[src/rtl/fetch_sequencer.sv]
// Fetch-stage controller: owns the PC and sequences I-cache requests.
// Redirects take a one-cycle flush bubble. Decode hazards and cache misses hold the PC.
module fetch_sequencer #(
    parameter logic [31:0] RESET_PC   = 32'd1000,
    parameter logic [31:0] EXC_VECTOR = 32'd8192
) (
    input  logic        i_clk,
    input  logic        i_reset,
    input  logic        i_hazard_stall,
    input  logic        i_br_taken,
    input  logic [31:0] i_br_target,
    input  logic        i_exc_valid,
    output logic        o_ic_req,
    output logic [31:0] o_ic_addr,
    input  logic        i_ic_ready,
    output logic [31:0] o_pc,
    output logic [31:0] o_next_pc,
    output logic        o_if_valid,
    output logic        o_flush,
    output logic [31:0] o_stall_cycles
);

    typedef enum logic [1:0] {
        S_BOOT,
        S_FETCH,
        S_MISS_WAIT,
        S_REDIRECT
    } state_t;

    state_t      r_state;
    logic [31:0] r_pc;
    logic [31:0] r_stall_cycles;
    logic        r_ic_req;
    logic        r_flush;

    logic        w_redirect;
    logic [31:0] w_redirect_pc;
    logic        w_if_valid;
    logic        w_stall;
    logic [31:0] w_next_pc;

    // An exception outranks a branch. A branch target is forced to word alignment.
    assign w_redirect    = i_exc_valid | i_br_taken;
    assign w_redirect_pc = i_exc_valid ? EXC_VECTOR : (i_br_target & ~32'd3);
    assign w_if_valid    = r_ic_req & i_ic_ready & ~i_hazard_stall & ~w_redirect;
    assign w_stall       = r_ic_req & ~w_if_valid;
    assign w_next_pc     = r_pc + 32'd4;

    // NOTE: state and outputs are assigned with non-blocking assignments, so every
    // decision in this block uses the values from before the clock edge.
    always_ff @(posedge i_clk) begin
        if (i_reset) begin
            r_state        <= S_BOOT;
            r_pc           <= RESET_PC;
            r_stall_cycles <= '0;
            r_ic_req       <= 1'b0;
            r_flush        <= 1'b0;
        end else begin
            if (w_stall && (r_stall_cycles != '1)) begin
                r_stall_cycles <= r_stall_cycles + 32'd1;
            end

            case (r_state)
                S_BOOT: begin
                    r_state  <= S_FETCH;
                    r_ic_req <= 1'b1;
                    r_flush  <= 1'b0;
                end
                S_FETCH, S_MISS_WAIT: begin
                    if (w_redirect) begin
                        r_pc     <= w_redirect_pc;
                        r_state  <= S_REDIRECT;
                        r_ic_req <= 1'b0;
                        r_flush  <= 1'b1;
                    end else if (i_hazard_stall) begin
                        r_state <= S_FETCH;
                    end else if (!i_ic_ready) begin
                        r_state <= S_MISS_WAIT;
                    end else begin
                        r_pc    <= w_next_pc;
                        r_state <= S_FETCH;
                    end
                end
                S_REDIRECT: begin
                    // A back-to-back redirect replaces the target and extends the bubble.
                    if (w_redirect) begin
                        r_pc <= w_redirect_pc;
                    end else begin
                        r_state  <= S_FETCH;
                        r_ic_req <= 1'b1;
                        r_flush  <= 1'b0;
                    end
                end
                default: begin
                    r_state  <= S_BOOT;
                    r_ic_req <= 1'b0;
                    r_flush  <= 1'b0;
                end
            endcase
        end
    end

    assign o_ic_req       = r_ic_req;
    assign o_ic_addr      = r_pc;
    assign o_pc           = r_pc;
    assign o_next_pc      = w_next_pc;
    assign o_if_valid     = w_if_valid;
    assign o_flush        = r_flush;
    assign o_stall_cycles = r_stall_cycles;

endmodule

[config.mk]
export PLATFORM = sky130hd
export DESIGN_NAME = fetch_sequencer
export DESIGN_NICKNAME = d
export VERILOG_FILES = /design/src/rtl/fetch_sequencer.sv
export SDC_FILE = /design/constraint.sdc
export NUM_CORES = 1
export LEC_CHECK = 0
export ABC_AREA = 1
export CORE_ASPECT_RATIO = 1.2
export CORE_MARGIN = 1
export CORE_UTILIZATION = 42
export CTS_CLUSTER_SIZE = 20
export DETAILED_ROUTE_END_ITERATION = 6
export PLACE_DENSITY = 0.78
export SLEW_MARGIN = 5
export SYNTH_ARGS = -nofsm -noshare
export SYNTH_HDL_FRONTEND = slang
export SYNTH_SLANG_ARGS = --single-unit
[constraint.sdc]
create_clock -name i_clk -period 1.6 [get_ports i_clk]
set_input_delay 0.24 -clock i_clk [delete_from_list [all_inputs] [get_ports i_clk]]
set_output_delay 0.24 -clock i_clk [all_outputs]
set_load 0.02 [all_outputs]
Word-level counts from Yosys, hierarchy flattened. Cells that the tools add are included.

Register bits after elaboration: 68. Bits in latches: 0. Bits in writable memories: 0. Memory bits (read-only): 0. Bits of input ports: 38. Output and inout port bits: 131. Logic and storage cells: 47. Memories kept: 0.

Add/subtract/negate cells: 2. Multipliers: 0. Divide/modulo/power cells: 0. Magnitude comparators: 0. Equality and inequality tests: 9. Shift operators: 0. Multiplexer cells: 17. Bitwise gates (word level): 8. Reduce and logical (&&, ||, !) cells: 6.

Operators with widths (number): $mux 32 (5); $pmux 32 s2 (1); $add 32x1->32 const B (1); $add 32x3->32 const B (1); $ne 32x32->1 const B (1); $mux 2 (4); $ne 2x2->1 const B (3); $ne 3x3->1 const B (2); $pmux 1 s3 (2); $pmux 2 s3 (1); $and 1x1->1 (4); $eq 2x2->1 const B (2); $mux 1 (4); $reduce_and 4->1 (1); $not 1->1 (3); $eq 2x1->1 const B (1); $logic_not 2->1 (1); $reduce_and 2->1 (1); $reduce_bool 2->1 (1); $reduce_or 2->1 (1); $logic_and 1x1->1 (1); $or 1x1->1 (1).

Depth between registers and ports, before layout. Gate-level depths: netlist (run 1).

Depth in word-level cells: 6. Depth in mapped cells: 11. Depth with buffers taken out: 10.

Worst setup path before layout (run 1). OpenSTA, ideal clock, no wires.

Kind: register to register. Start: register r_pc[3], in the netlist o_ic_addr[3]. End: register r_pc[18], in the netlist o_ic_addr[18]. Library setup time: 0.070 ns. Arrival: 1.826 ns. Required time: 1.530 ns. Slack: -0.295 ns. Cell stages (with the launch flop): 9. Path buffers: 0. Period minus slack after synthesis: 1.895 ns. Cells stage by stage: dfxtp_1 ha_1 nand2_1 nor2_4 nand2_2 nor2_2 xor2_1 nand2_1 a21oi_1.

Word-level cells in the longest chain between the ends: 5.

Ends and longest elaborated chain: start: declaration (RTL line 31) `logic [31:0] r_pc;`; start signal: assignment (RTL line 71) `r_pc <= w_redirect_pc;`; start signal: assignment (RTL line 80) `r_pc <= w_next_pc;`; start signal: assignment (RTL line 87) `r_pc <= w_redirect_pc;`; $add 32x3->32 (RTL line 47) `assign w_next_pc = r_pc + 32'd4;`; named net o_next_pc[18] (RTL line 17) `output logic [31:0] o_next_pc,`; $mux 32 (RTL line 77) `end else if (!i_ic_ready) begin`; $mux 32 (RTL line 75) `end else if (i_hazard_stall) begin`; $mux 32 (RTL line 70) `if (w_redirect) begin`; $pmux 32 s2 (RTL line 63) `case (r_state)`.

The timed path passes the listed nets, and every way through them passes these cells. The select of a mux whose other input is x is not followed. A chain may end at the register's enable or synchronous reset.

Final worst setup path (run 1).
Start: register r_pc[20], in the netlist o_ic_addr[20]. End: output port o_next_pc[30].

Word-level cells in the longest chain between the ends: 1.

Ends and longest elaborated chain (RTL line): $add 32x3->32 (47); end: declaration (17).

Every way passes these cells.

==> results.txt, run 1 <==
- The number of global-route vias before repair was 6042.
- The number of antenna violations at the first check in global routing came to 0.
* Critical path's largest stage delay: 0.41 ns
- Share of final-layout standard cells stronger than drive strength 1: 34.0%
* Hold Path Depth: 5
- The cell count after synthesis came out at 804.
- TritonCTS built the clock tree.
- The tree is rooted in a clkbuf_16.
- Number of synthesized flops with an enable pin: 0
- Buffers & Inverters on Critical Path: 1
* Relative area change from synthesis to final layout: 71.5%
- Synth Flop Type: dfxtp_1
- Outcome: finished with violations
- DR WL/cell: 16.9 um
- Ratio of total power to cell area: 767 nW/um2
* CP Cell Sequence: nand2_1 -> nor2_2 -> nand2_1 -> nor2_1 -> nand3_1 -> nand2_1 -> buf_4
- The HPWL after detailed placement is 13.1 mm.
* Worst hold path class: in2reg
- Detailed-router iteration count before antenna repair: 5
* Count of port buffers added during placement: 160
- For this run the aggregate overflow at the end of global routing stands at 0.
* # setup viols final: 37
- Counting I/O delays and the setup requirement, the final critical path takes 2.22 ns.
* Maximum Capacitance Violations: 0
- The net count of the finished layout is 1105.
- Counting every sink on the clock net gives 66.
- Setup repair after global routing could not meet its margin everywhere.
* Initial core utilization: 43.6%
- Count of antenna-violating nets left after detailed routing: 0
* Max-slew violations: 0
- Final Hold Fails: 0
- Based on the critical path, the design can be clocked at up to 0.450 GHz.
* Peak supply drop: 0.504 mV
* Leak pwr: 3.64 nW
- From bottom edge to top edge, the die measures 120 um.
- # rows: 42
- After routing the design area is 8360 um2.
- Violated checks: setup timing
- After detailed placement, the design holds a cell count of 1184.
- Most frequent cells in the layout: 245 x nand2_1, 123 x buf_4, 93 x dlygate4sd2_1, 70 x nor2_1, 54 x inv_1
* Clock latency on the worst-skew pair: 0.34 ns
- Number of diodes added for antenna fixing: 0
- DRC marker count from the first detailed-route iteration: 330
- Instance count on the critical path: 7
- Summing every instance area after synthesis gives 4880 um2.
* Clock buffer count from CTS: 9
* Die width: 100 um
- Fraction of the cycle the final worst path needs: 139%
- The cell family contributing the most delay on the critical path is simple AND/OR/NAND/NOR gates.
- In the routed design, unresolved DRC markers number 0.
- At the worst endpoint, the arrival time is 1.98 ns.
- Core region area: 11200 um2
- The number of hold buffers added after CTS was 0.
- The clock tree synthesis step divided the H-tree into 3 levels.
- Wires add up to 20.6 mm.
- The share of the Yosys chip area taken by registers is 27.1%.
- Summing all multi-input logic gate instances after layout gives 3530 um2.
* Cell area after placement: 7420 um2
- Registers take 1370 um2.
- Setup CP Type: reg2out
- Setup Skew: 0.0100 ns
- Yosys warning count: 0
- In the routed layout, each cell is associated on average with a via count of 5.36.
* Num ports: 169
- The filler cells instantiated in the layout total 816.
- Clk pin slew, worst setup/hold paths: 0.06 ns
- Wire length of the first global-routing pass: 28.5 mm
- In the post-route analysis, the smallest setup slack over all paths is -0.621 ns.
- Required time of the critical path: 1.36 ns
- Biggest fanout along the worst timing path: 3
- Overall routing resource usage: 30.2%
- Maximum root-to-sink buffer count: 2
* Kind of capture point of the worst setup path: output port
* Nature of the critical path startpoint: flop
- Register bit total from synthesis: 66
* Cell occurring most often along the worst timing path: nand2_1
* Area of the die: 12100 um2
- Routability-driven placement congestion ratio: 0.988
- Most common library cell in the layout ignoring fill and taps: nand2_1
- The finished layout holds 1222 standard cells, fillers aside.
- Entering global routing, the biggest net connects 37 pins.
- FFs w/ async S/R, synth: 0%
* Synthesized area per cell: 6.07 um2
- Cells on worst reg2reg path: 11
* Number of distinct library cells after synthesis: 34
- Worst-path cell with the longest stage delay: dfxtp_1
- The detailed router placed 6555 vias in this run.
-- registers in the layout, summed over array words and instances (netlist names) --
name            flops
o_flush             1
o_stall_cycles     32
r_state             2
o_ic_req            1
o_ic_addr          30
-- layer usage --
layer	vias up	global-route usage, %	part of all wire, %
met2	398	56.0	51
met1	3030	32.2	35
li1	3025	-	-
met4	0	16.7	5.8
met5	-	0	0
met3	102	4.66	7.9
-- report_power, final --
group | internal [W] | switching (W)
Sequential | 0.00178 | 0.000147
Combinational | 0.00116 | 0.00151
Clock | 0.00104 | 0.000773
Total | 0.00399 | 0.00243
-- cells in the mapped netlist, types with 4 or more instances --
cell	count	area (um2)
a21oi_1	36	180
a21oi_2	19	166
a31oi_1	22	138
and2_1	7	43.8
buf_4	36	270
buf_6	6	67.6
clkbuf_1	13	48.8
dfxtp_1	66	1320
ha_1	4	50.1
inv_1	60	225
nand2_1	281	1050
nand2_2	4	25.0
nand3_1	40	200
nor2_1	104	390
nor2_2	7	43.8
nor2_4	5	56.3
o21ai_0	44	220
xnor2_1	10	87.6
xor2_1	16	140
-- worst min-delay path, cell delays in order --
cell            delay (ns)
dlymetal6s2s_1        0.14
nor2_2                0.09
nand2_1               0.08
nor3_1                0.06
nor2_1                0.09
-- through the flow --
step | util, % | setup TNS [ns] | hold slack (ns) | power (W) | setup slack [ns]
4_1_cts | 70.6 | -7.08 | 0.487 | 0.00608 | -0.351
3_3_place_gp | 66.3 | -21.56 | 0.457 | 0.00427 | -0.511
6_report | 74.7 | -10.07 | 0.395 | 0.00642 | -0.621
2_1_floorplan | - | -0.0795 | 0.388 | 0.00316 | -0.0500
5_1_grt | 74.7 | -11.97 | 0.454 | 0.00663 | -0.614
3_5_place_dp | 66.3 | -23.22 | 0.480 | 0.00431 | -0.554
-- cell type report --
class	count	share of cell area, %
repair buffers	305	33.1
inverters	62	2.83
flip-flops and latches	66	16.4
clock buffers	11	2.78
multi-input cells	619	42.2
clock inverters	5	0.374
well taps	154	2.30
-- kinds of logic (layout without fill, tap and decap cells) --
kind of cell | after synthesis | in the layout | synth area share [%]
buf+inv | 124 | 383 | 13.3
flops | 66 | 66 | 27.1
simple gates | 456 | 456 | 38.5
other cells | 1 | 6 | 0.0769
fa+ha+maj | 4 | 4 | 1.03
xor+xnor | 26 | 26 | 4.67
compound gates | 127 | 127 | 15.3
-- timing repair --
item / in CTS / in global routing
setup buffers: 13 / 12
pin swaps: 27 / 41
resized for setup: 316 / 121
setup endpoints to repair: 126 / 89
-- final timing paths --
kind / start / end / slack (ns)
max: o_ic_addr[20]$_SDFFE_PP0P_ / o_next_pc[30] / -0.62
min: i_exc_valid / r_state[0]$_SDFFE_PP0P_ / 0.39
max reg2reg: o_ic_addr[20]$_SDFFE_PP0P_ / o_ic_addr[22]$_SDFFE_PP0P_ / -0.24
min reg2reg: o_flush$_SDFFE_PP0P_ / o_flush$_SDFFE_PP0P_ / 0.48
No activity file was read; power rests on OpenSTA's default activity.
==> run 2, diff against run 1 <==
ABC_AREA = not set   (was 1)
CORE_UTILIZATION = 41   (was 42)
==> run 2 against run 1 <==
Compared with the run above: synthesized cell count down 27%; the run now fails in 5_1_grt; area after synthesis down 6.8%.
==> results.txt, run 2 <==
* Outcome: did not finish
- The stage where the run came to a stop is 5_1_grt.
* Tool error: [ERROR GRT-0232] Routing congestion too high. Check the congestion heatmap in the GUI.
- Worst endpoint pin kind: primary output
- Counting instances in the post-synthesis netlist gives the leading cell types as 66 x dfxtp_1, 45 x a21oi_1, 43 x nand2_1.
- After global-route timing repair, the worst endpoint was o_next_pc[27].
- The CTS buffer count came to 9 (unchanged).
- The cell count after placement is 991 (-16%).
* Synth Flop Type: dfxtp_1
* Routability-driven placement congestion ratio: 0.958 (-3.0%)
- The total cell area at the placement stage is 7780 um2 (+4.8%).
- Global routing used 64.5% of the available tracks.
* Top post-synthesis cells by area: dfxtp_1 29%, buf_4 5.9%, a21oi_1 5.0%
* Die width: 98.1 um (-2.2%)
* Cts-stage hold buffer count: 0 (unchanged)
- The share of the synthesized area in the top cell type was 29.1% (+2.0 points).
- Yosys warning count: 0 (unchanged)
- The number of synthesized register bits is 66 (unchanged).
- The vertical die dimension was 117 um (-2.2%).
- Number of antenna violations at the first check in global routing: 4
- The count of clock tree sinks was 66 (unchanged).
- The H-tree depth reported by CTS came to 3 (unchanged).
- Sequential-to-total area share from yosys stat: 29.1% (+2.0 points)
* Number of synthesized flops with an enable pin: 0 (unchanged)
- The maximum number of buffers from clock root to sink came to 2 (unchanged).
- Netlist area before placement: 4550 um2 (-6.8%)
- The initial standard-cell utilization of the core was 42.6% (-0.96 points).
- The number of port buffers was 160 (unchanged).
* Synth area leader: dfxtp_1
* Number of distinct library cells after synthesis: 66 (+94%)
- Pin count of the biggest net entering global routing: 20
- # rows: 41 (-2.4%)
- Synthesized area per cell: 7.72 um2 (+27%)
* Gate count after technology mapping: 589 (-27%)
- Num ports: 169 (unchanged)
- Dpl hpwl: 13.4 mm (+2.4%)
- FFs w/ async S/R, synth: 0% (unchanged)
* Leading cell type by number of instances after synthesis: dfxtp_1
* Total congestion overflow: 2
- Clock tree root buffer cell: clkbuf_16
## run 2: changes by cell type after synthesis, sizes merged, moves of 17 or more
cell	change
nand2	-244
nand4	+28
nor2	-78
or4	+17
o21ai	-22
inv	-48
## run 2: cells by family after synthesis
kind of cell | share of synthesized area, %
fa+ha+maj | 1.10
mux | 1.18
buf+inv | 11.6
simple gates | 30.1
flops | 29.1
xor+xnor | 5.78
compound gates | 21.1
other cells | 0.0825
## run 2: routing by layer
metal	GRT overflow	track usage (%)
met2	1	89.0
met5	0	3.17
met4	1	67.4
met1	0	62.8
met3	0	40.0
## run 2: per-stage QoR
step | setup slack, ns | setup TNS (ns)
after floorplan | -0.419 | -10.0
after global placement | -0.638 | -37.94
after detailed placement | -0.676 | -42.47
after CTS | -0.556 | -23.66
## run 2: repair_timing
item	CTS
setup buffers	63
endpoints found under the hold margin	0
endpoints found under the setup margin	186
pin swaps	96
resized for setup	425
cloned	7
==> run 3, diff against run 2 <==
CORE_ASPECT_RATIO = not set   (was 1.2)
CORE_UTILIZATION = 40   (was 41)
CTS_CLUSTER_SIZE = not set   (was 20)
PLACE_DENSITY = not set   (was 0.78)
PLACE_DENSITY_LB_ADDON = 0.15   (was not set)
clock period = 2.1 ns   (was 1.6 ns; I/O delays follow)
==> run 3 against run 2 <==
Compared with the run above: the flow now finishes, with violations (setup timing); area after synthesis did not move; synthesized cell count did not move.
==> results.txt, run 3 <==
- The post-synthesis instance area is 4550 um2 (unchanged).
- The signal on the critical path passes through and4_4 -> nand4_1 -> buf_4 -> nor3_4 -> buf_6 -> xor2_4 -> buf_6.
* Most frequent cells after synthesis: 66 x dfxtp_1, 45 x a21oi_1, 43 x nand2_1
- Once detail routing completed, the nets flagged for antenna violations numbered 0.
- 0 antenna diodes ended up in the layout.
- The floorplan step defined a core boundary enclosing 10900 um2.
* Number of synthesized flops with an enable pin: 0 (unchanged)
- Filler instances: 908
- Total congestion overflow: 0
- Post-layout nets: 879
- Clock network power share: 37.8%
- Achievable Freq: 0.438 GHz
* Internal power of the cells: 0.00305 W
* Nature of the critical path startpoint: flop
- The count of different cell masters after synthesis is 66 (unchanged).
- Via count of the first global-routing pass: 5403
- The maximum number of buffers from clock root to sink was 2 (unchanged).
* DRC errors left: 0
* Cell area after placement: 6980 um2 (-10%)
* Synth area leader: dfxtp_1
- Final routed wirelength across all metal layers: 16.5 mm
* Worst reg2reg startpoint: r_state[0]$_SDFFE_PP0P_
* Die width: 109 um (+11%)
- Family with the most delay on the worst path: simple AND/OR/NAND/NOR gates
- Final Hold Fails: 0
- Min setup slack post-route: -0.183 ns
- STA puts the critical path data required time at 1.78 ns.
- The first global-routing pass estimated 25.7 mm of wire.
- The final max-slew violation count was 0.
* Setup Skew: 0.00536 ns
* Ratio of routed vias to standard cells: 5.70
* Launch point of the worst hold path: i_reset
- Setup repair after global routing could not meet its margin everywhere.
* Register bit total from synthesis: 66 (unchanged)
* Instance count on the critical path: 7
- The synthesized instance count is 589 (unchanged).
- The worst path uses 109% of the clock period.
* Worst hold path class: in2reg
- Biggest fanout along the worst timing path: 4
- Proportion of power drawn by combinational gates: 30.9%
* Power share of the sequential group: 31.3%
- The library cell used most frequently in the layout, excluding fill and tap cells, is buf_4.
* Number of antenna violations at the first check in global routing: 0
* Setup slack of the most critical reg-to-reg path: 0.09 ns
* Kind of capture point of the worst setup path: output port
* Relative area change from synthesis to final layout: 67.4%
* Routability-driven placement congestion ratio: 0.923 (-3.6%)
- Final cell count without fillers: 982
- Summing internal, switching and leakage power gives 0.00446 W.
* Overall routing resource usage: 27.4%
- Endpoint arrival time on the critical path: 1.97 ns
- Entering global routing, the biggest net connects 25 pins.
- Sorting the synthesized cells by area gives the leading types as dfxtp_1 29%, buf_4 5.9%, a21oi_1 5.0%.
- Area of the die: 11800 um2
* Clock Sink Count: 66 (unchanged)
* Worst-path cell with the longest stage delay: dfxtp_4
- The critical path contains buffers and inverters numbering 3 combined.
* FFs w/ async S/R, synth: 0% (unchanged)
* Synthesized area per cell: 7.72 um2 (unchanged)
- Clk pin slew, worst setup/hold paths: 0.06 ns
- Adding up every negative setup slack in the final design gives -0.674 ns.
- The final reports fail on setup timing.
- Setup CP Type: reg2out
- The site row count came to 38 (-7.3%).
- Depth of the CTS H-tree: 3 (unchanged)
- Clock tree root buffer cell: clkbuf_16
- Cell occurring most often along the worst timing path: buf_6
* Clock buffer count from CTS: 9 (unchanged)
- Minimum clock period: 2.28 ns
* Critical path destination: o_next_pc[27]
- The library cells used most frequently in the layout, excluding fill and tap cells, are 163 x buf_4, 129 x clkdlybuf4s50_1, 47 x dfxtp_1, 43 x a21oi_1, 37 x nand2_1.
- In this run the power spent charging and discharging nets is 0.00141 W.
* Clock tree from TritonCTS: built
* Cells on worst reg2reg path: 8
- In this run the worst setup path begins at o_ic_addr[12]$_SDFFE_PP0P_.
* Leading cell type by number of instances after synthesis: dfxtp_1
- # setup viols final: 7
- The warning count from the yosys run came to 0 (unchanged).
- Share of final-layout standard cells stronger than drive strength 1: 31.6%
- The number of port buffers was 160 (unchanged).
* DRC marker count from the first detailed-route iteration: 335
* Ratio of total power to cell area: 586 nW/um2
* Share of Yosys cell area claimed by the top area cell type: 29.1% (unchanged)
* Number of cells after detailed placement: 949 (-4.2%)
- Reg2reg end: o_ic_addr[14]$_SDFFE_PP0P_
- Die span in y: 109 um (-7.5%)
- In this run switching power makes up 31.7% of total power.
- Num ports: 169 (unchanged)
* Detailed-router iteration count before antenna repair: 5
- The fraction of the yosys area taken by sequential cells came to 29.1% (unchanged).
- The largest single stage delay on the critical path is 0.38 ns.
- Clock latency on the worst-skew pair: 0.33 ns
* Non-Filler Cell Area, Final: 7610 um2
* Dpl hpwl: 11.9 mm (-11%)
- In this run the static leakage power is 3.09 nW.
- The register with the most flip-flops in the layout has 32 of them.
- Maximum Capacitance Violations: 0
- The flow ran to the end, but the final reports show violations.
* DR WL/cell: 16.8 um
- Routed via count: 5600
- Synth Flop Type: dfxtp_1
- Initial core utilization: 41.6% (-1.0 points)
* Peak supply drop: 0.351 mV
-- run 3: cell counts after synthesis --
Identical to the previous run, type by type.
-- run 3: kinds of logic after synthesis --
family                     synth area share [%]
buffers and inverters                      11.6
DFF                                        29.1
xor gates and xnor gates                   5.78
and+or+nand+nor                            30.1
adders and majority gates                  1.10
muxes                                      1.18
AOI/OAI and AO/OA                          21.1
other                                    0.0825
-- run 3: final cells by class --
type	count	area, um2	share of cell area [%]
inverters	14	52.6	0.690
flip-flops and latches	66	1360	17.9
clock inverters	6	88.8	1.17
well taps	140	175	2.30
repair buffers	316	2750	36.1
multi-input cells	430	2950	38.8
clock buffers	10	239	3.14
-- run 3: how the worst min path moves through the flow --
| stage | end | slack, ns | cells after the start |
|---|---|---|---|
| 3_5_place_dp | o_stall_cycles[10]$_SDFFE_PP0P_ | 0.49 | 2 |
| 5_1_grt | o_ic_addr[19]$_SDFFE_PP0P_ | 0.42 | 2 |
| 3_3_place_gp | o_stall_cycles[10]$_SDFFE_PP0P_ | 0.48 | 2 |
| 2_1_floorplan | o_ic_addr[2]$_SDFFE_PP0P_ | 0.50 | 2 |
| 4_1_cts | o_ic_addr[19]$_SDFFE_PP0P_ | 0.40 | 2 |
| 6_report | o_ic_addr[18]$_SDFFE_PP0P_ | 0.41 | 2 |
-- run 3: layer usage --
layer | up-vias | GRT usage (%) | routed length [um]
li1 | 2645 | - | -
met1 | 2671 | 32.8 | 6800
met2 | 237 | 48.3 | 8230
met3 | 47 | 4.12 | 1020
met4 | 0 | 11.9 | 435
met5 | - | 0 | 0
-- run 3: repair_timing --
| item | in CTS | in global routing |
|---|---|---|
| setup endpoints to repair | 32 | 49 |
| hold buffers | 0 | 0 |
| gates resized for setup | 135 | 58 |
| pin swaps | 14 | 31 |
| setup buffers | 7 | 10 |
-- run 3: stage by stage --
step	hold slack [ns]	utilization [%]	setup slack (ns)
after floorplan	0.499	-	-0.0274
after global placement	0.480	63.8	-0.362
after detailed placement	0.493	63.8	-0.422
after CTS	0.397	67.4	-0.188
after global routing	0.422	69.6	-0.230
final	0.411	69.6	-0.183
-- run 3: power groups by stage --
stage	Combinational [W]	Sequential, W	Clock [W]
finish	0.00138	0.00140	0.00169
floorplan	0.000605	0.00152	0
global placement	0.00134	0.00141	0
CTS	0.00133	0.00139	0.00168
detailed placement	0.00135	0.00141	0
global route	0.00146	0.00140	0.00175
